===== src/rtl/io_panel.sv =====
// io_panel: board-side I/O front end.
// Debounces 16 raw switch lines into the core input word and scans the
// 12-bit core output word as 3 hex digits on a 4-digit multiplexed display.
module io_panel #(
   parameter int unsigned DEB_CYCLES  = 50000,
   parameter int unsigned SCAN_CYCLES = 100000
) (
   input  logic        clk,
   input  logic        rst,
   input  logic [11:0] io_word,
   input  logic [15:0] sw_raw,
   output logic [15:0] io_in,
   output logic [6:0]  seg,
   output logic [3:0]  an,
   output logic        dp
);

   localparam int unsigned DEB_W  = $clog2(DEB_CYCLES);
   localparam int unsigned SCAN_W = $clog2(SCAN_CYCLES);
   localparam logic [DEB_W-1:0]  DEB_LAST  = DEB_W'(DEB_CYCLES - 1);
   localparam logic [SCAN_W-1:0] SCAN_LAST = SCAN_W'(SCAN_CYCLES - 1);

   // Active-low hex decode, segment order {g,f,e,d,c,b,a}
   function automatic logic [6:0] hex7(input logic [3:0] n);
      logic [6:0] s;
      case (n)
         4'h0: s = 7'h40;  4'h1: s = 7'h79;  4'h2: s = 7'h24;  4'h3: s = 7'h30;
         4'h4: s = 7'h19;  4'h5: s = 7'h12;  4'h6: s = 7'h02;  4'h7: s = 7'h78;
         4'h8: s = 7'h00;  4'h9: s = 7'h10;  4'hA: s = 7'h08;  4'hB: s = 7'h03;
         4'hC: s = 7'h46;  4'hD: s = 7'h21;  4'hE: s = 7'h06;  4'hF: s = 7'h0E;
      endcase
      return s;
   endfunction

   // Input path state
   logic [15:0]       sync1_q, sync2_q;
   logic [DEB_W-1:0]  deb_cnt_q, deb_cnt_d;
   logic [15:0]       hist0_q, hist1_q, hist2_q;
   logic [15:0]       hist0_d, hist1_d, hist2_d;
   logic [15:0]       io_in_q, io_in_d;
   logic [15:0]       agree_c;
   logic              tick_c;

   // Display path state
   logic [SCAN_W-1:0] scan_cnt_q, scan_cnt_d;
   logic [1:0]        digit_q, digit_d;
   logic [11:0]       shadow_q, shadow_d;
   logic              load_q, load_d;
   logic [3:0]        an_q, an_d;
   logic [6:0]        seg_q, seg_d;
   logic              scan_last_c;

   // Debounce: shift history on tick, accept a bit only when all 3 samples agree
   always_comb begin
      tick_c    = (deb_cnt_q == DEB_LAST);
      deb_cnt_d = tick_c ? '0 : deb_cnt_q + DEB_W'(1);
      hist0_d   = hist0_q;
      hist1_d   = hist1_q;
      hist2_d   = hist2_q;
      if (tick_c) begin
         hist0_d = sync2_q;
         hist1_d = hist0_q;
         hist2_d = hist1_q;
      end
      // Judging the next history lets acceptance land on the third tick edge itself
      agree_c = ~(hist0_d ^ hist1_d) & ~(hist1_d ^ hist2_d);
      io_in_d = (agree_c & hist0_d) | (~agree_c & io_in_q);
   end

   // Scan: advance slot counter/digit, latch shadow at frame start, decode registered drive
   always_comb begin
      scan_last_c = (scan_cnt_q == SCAN_LAST);
      scan_cnt_d  = scan_cnt_q;
      digit_d     = digit_q;
      shadow_d    = shadow_q;
      load_d      = 1'b0;
      an_d        = 4'hF;
      seg_d       = 7'h7F;
      if (load_q) begin
         // First cycle after reset: capture the word, keep display dark, hold the scan
         shadow_d = io_word;
      end else begin
         scan_cnt_d = scan_last_c ? '0 : scan_cnt_q + SCAN_W'(1);
         if (scan_last_c) begin
            digit_d = digit_q + 2'd1;
            if (digit_q == 2'd3) begin
               shadow_d = io_word;
            end
         end
         case (digit_q)
            2'd0: begin an_d = 4'hE; seg_d = hex7(shadow_q[3:0]);  end
            2'd1: begin an_d = 4'hD; seg_d = hex7(shadow_q[7:4]);  end
            2'd2: begin an_d = 4'hB; seg_d = hex7(shadow_q[11:8]); end
            default: begin an_d = 4'hF; seg_d = 7'h7F; end
         endcase
      end
   end

   // State registers with synchronous reset
   always_ff @(posedge clk) begin
      if (rst) begin
         sync1_q    <= '0;
         sync2_q    <= '0;
         deb_cnt_q  <= '0;
         hist0_q    <= '0;
         hist1_q    <= '0;
         hist2_q    <= '0;
         io_in_q    <= '0;
         scan_cnt_q <= '0;
         digit_q    <= '0;
         shadow_q   <= '0;
         load_q     <= 1'b1;
         an_q       <= 4'hF;
         seg_q      <= 7'h7F;
      end else begin
         sync1_q    <= sw_raw;
         sync2_q    <= sync1_q;
         deb_cnt_q  <= deb_cnt_d;
         hist0_q    <= hist0_d;
         hist1_q    <= hist1_d;
         hist2_q    <= hist2_d;
         io_in_q    <= io_in_d;
         scan_cnt_q <= scan_cnt_d;
         digit_q    <= digit_d;
         shadow_q   <= shadow_d;
         load_q     <= load_d;
         an_q       <= an_d;
         seg_q      <= seg_d;
      end
   end

   assign io_in = io_in_q;
   assign an    = an_q;
   assign seg   = seg_q;
   assign dp    = 1'b1;

endmodule


===== config.mk =====
export PLATFORM = sky130hd
export DESIGN_NAME = io_panel
export DESIGN_NICKNAME = d
export VERILOG_FILES = /design/src/rtl/io_panel.sv
export SDC_FILE = /design/constraint.sdc
export NUM_CORES = 1
export LEC_CHECK = 0
export BUFFER_PORTS_ARGS = -buffer_cell sky130_fd_sc_hd__buf_2
export CAP_MARGIN = 20
export CORE_MARGIN = 10
export CORE_UTILIZATION = 50
export DETAILED_ROUTE_END_ITERATION = 12
export PLACE_DENSITY_LB_ADDON = 0.08
export SYNTH_ARGS = -nofsm -noshare
export SYNTH_HDL_FRONTEND = slang
export SYNTH_SLANG_ARGS = --single-unit

===== constraint.sdc =====
create_clock -name clk -period 3.5 [get_ports clk]
set_input_delay 0.175 -clock clk [delete_from_list [all_inputs] [get_ports clk]]
set_output_delay 0.175 -clock clk [all_outputs]
set_load 0.05 [all_outputs]

==> impl_metrics.py <==
metrics = {
    "status": {
        "status": "complete, no violations",
    },
    "cells_and_area": {
        "design_area_um2": 8200,
        "syn_to_final_growth_pct": 14.3,
        "drive_gt1_frac": 0.133,
        "insertedDiodeCount": 0,
        "fin_nets": 894,
        "postLayoutCoreUtil": 0.586,
    },
    "worst_setup_path": {
        "critical_path_class": "reg2reg",
        "arrival_ns": 3.56,
        "cp-start-kind": "flip-flop",
        "cp_max_fo": 19,
        "critPathCaptureType": "flip-flop",
        "reg2regPathDepth": 10,
        "cp.required_ns": 3.84,
    },
    "routing": {
        "post-route-drc-count": 0,
        "finalWirelength_um": 14900,
        "routedWlPerCell_um": 14.4,
        "ant_nets": 0,
        "dr.pass1.iters": 6,
        "num_vias": 5547,
        "drt_iter0_drc": 432,
        "viasPerCell": 5.38,
    },
    "clock_tree": {
        "cts_made_buffers": 17,
        "path_clk_slew_ns": 0.06,
        "cts_tree": "built",
        "clock-sinks": 175,
        "clock_latency_ns": 0.42,
        "ctsRootBufferMaster": "clkbuf_16",
        "htree_levels": 4,
        "clock_tree.buffer_depth": 2,
    },
    "power_and_ir_drop": {
        "power_leakage_nw": 3.12,
        "vdd_drop_max_uv": 356,
        "powerDensity_nw_per_um2": 507,
        "total_power_mw": 4.16,
    },
    "synthesis": {
        "netlist_area_um2": 7170,
        "async_flop_share": 0,
        "ys_seq_elements": 175,
        "synthFlopType": "dfxtp_1",
        "synth_edf_count": 0,
        "postSynthAreaPerCell_um2": 9.12,
        "netlist-cell-type-count": 62,
        "ys_seq_area_frac": 0.488,
        "ys_warn_count": 0,
        "syn_inst": 786,
    },
    "placed_design": {
        "gp_congestion": 0.889,
        "port_buffers": 55,
        "placed_cell_area_um2": 7470,
        "hpwl_um": 10200,
        "pre_cts_slack_ns": 0.342,
    },
    "grt": {
        "grt_pass1_vias": 5225,
        "grt_usage": 0.152,
        "antenna_found_initial": 0,
        "grt_start_max_net_pins": 72,
        "grt_pass1_wl_um": 25100,
        "grt-ovfl-total": 0,
    },
    "hold_path": {
        "hp-class": "in2reg",
        "hold_depth": 3,
    },
    "floorplanning": {
        "rows": 43,
        "dieWidth_um": 140,
        "io_pins": 58,
        "placeableCoreArea_um2": 14000,
        "initial_core_util": 0.513,
        "fp.dieH_um": 140,
        "die-area_um2": 19500,
    },
    "sta": {
        "fin_skew_ns": 0.00735,
        "finalHoldViolCount": 0,
        "fin_setup_tns_ns": 0,
        "max_slew_margin": 0.375,
        "setup_ws_ns": 0.281,
        "finalMaxSlewViolations": 0,
        "rsz0062_at_grt": "no",
        "finalSetupViolations": 0,
        "finalCritPeriodShare": 0.920,
        "timing.fmax_ghz": 0.311,
        "worstMarginPinSlew_ns": 0.938,
        "fin_crit_ns": 3.22,
    },
    "run": {
        "max-cap-violations": 0,
    },
}
-- routing by layer --
| metal | track usage | routed length [µm] | vias up |
|---|---|---|---|
| met5 | 0 | 0 | - |
| met4 | 0.0440 | 108 | 0 |
| met3 | 0.0470 | 755 | 10 |
| met2 | 0.240 | 7030 | 118 |
| met1 | 0.194 | 7010 | 2617 |
| li1 | - | - | 2802 |
-- cell type report --
class,count,area [µm²]
inverter,26,97.6
timing repair buffer,77,483
sequential,175,3500
clock buffer,21,450
multi-input combinational,543,3330
clock inverter,10,114
tap,180,225
fill,1242,5790
-- per-stage QoR --
stage,cells,hold slack (ns)
CTS,1032,0.0538
floorplan,787,0.203
detailed placement,985,0.387
global route,1032,0.0890
global placement,985,0.383
finish,1032,0.0716
-- cell usage after synthesis (3+ instances only) --
cell type	instances	area (µm²)
a21oi_1	80	400
nor2b_1	43	269
buf_1	9	33.8
o2bb2ai_1	10	87.6
xnor2_1	9	78.8
nand2_1	132	495
mux2i_1	20	200
nor3_1	3	15.0
and3_2	3	22.5
and3_1	4	25.0
nor3b_1	8	60.1
clkbuf_1	18	67.6
nand4_1	5	31.3
nor2_1	56	210
buf_2	4	20.0
a311oi_1	15	131
or2_2	5	31.3
inv_1	24	90.1
o211ai_1	3	22.5
buf_6	7	78.8
a211oi_1	7	52.6
dfxtp_1	175	3500
o21ai_0	22	110
a222oi_1	7	70.1
nand3_1	21	105
ha_1	24	300
xor2_1	22	193
-- timing repair --
action                    4_1_cts  5_1_grt
hold endpoints to repair       16        0
setup buffers                   0        0
gates resized for setup         0        0
hold buffers                   16        0
-- where the power goes --
| part | total, mW | leakage (nW) | internal, mW | switching, mW |
|---|---|---|---|---|
| combinational | 0.276 | 1.42 | 0.110 | 0.166 |
| sequential | 2.09 | 1.43 | 2.05 | 0.0326 |
| clock | 1.80 | 0.265 | 1.06 | 0.736 |
-- worst max-delay path, cell delays in order (launching register included) --
cell and delay (ns):
dfxtp_1 0.33, ha_1 0.24, and4b_2 0.23, nand3_1 0.16, o21a_1 0.74, mux2i_1 0.16, or2_2 0.37, ha_1 0.35
a211oi_1 0.08, a211o_1 0.31, a32oi_1 0.15
-- kinds of logic (layout without fill, tap and decap cells) --
family / count (synthesis) / after routing / share of synthesized area
AO/OA/AOI/OAI: 171 / 171 / 0.158
XOR/XNOR: 31 / 31 / 0.0379
adder cells (fa/ha/maj): 24 / 24 / 0.0419
buffers and inverters: 69 / 134 / 0.0483
flip-flops: 175 / 175 / 0.488
multiplexers: 23 / 23 / 0.0337
other: 1 / 2 / 0.000523
AND/OR/NAND/NOR: 292 / 292 / 0.191
-- path summary, 6_finish.rpt --
| path | from | endpoint | slack [ns] |
|---|---|---|---|
| worst min-delay path | io_word[1] | shadow_q[1] | 0.07 |
| worst max-delay path | scan_cnt_q[0] | flip-flop | 0.28 |
| worst min register to register | sync1_q[8] | sync2_q[8] | 0.44 |
| worst max register to register | scan_cnt_q[0] | flip-flop | 0.28 |
-- placed cells by master (no fill, tap or decap), types with 9 or more instances in the layout --
cell | Yosys | final
nor2b_1 | 43 | 43
o21ai_0 | 22 | 22
nor2_1 | 56 | 56
dlygate4sd3_1 | 0 | 16
xnor2_1 | 9 | 9
nand2_1 | 132 | 132
inv_1 | 24 | 24
nand3_1 | 21 | 21
buf_2 | 4 | 54
o2bb2ai_1 | 10 | 10
a311oi_1 | 15 | 15
a21oi_1 | 80 | 80
clkbuf_16 | 0 | 17
mux2i_1 | 20 | 20
ha_1 | 24 | 24
dfxtp_1 | 175 | 175
xor2_1 | 22 | 22
No activity file was read; power rests on OpenSTA's default activity.
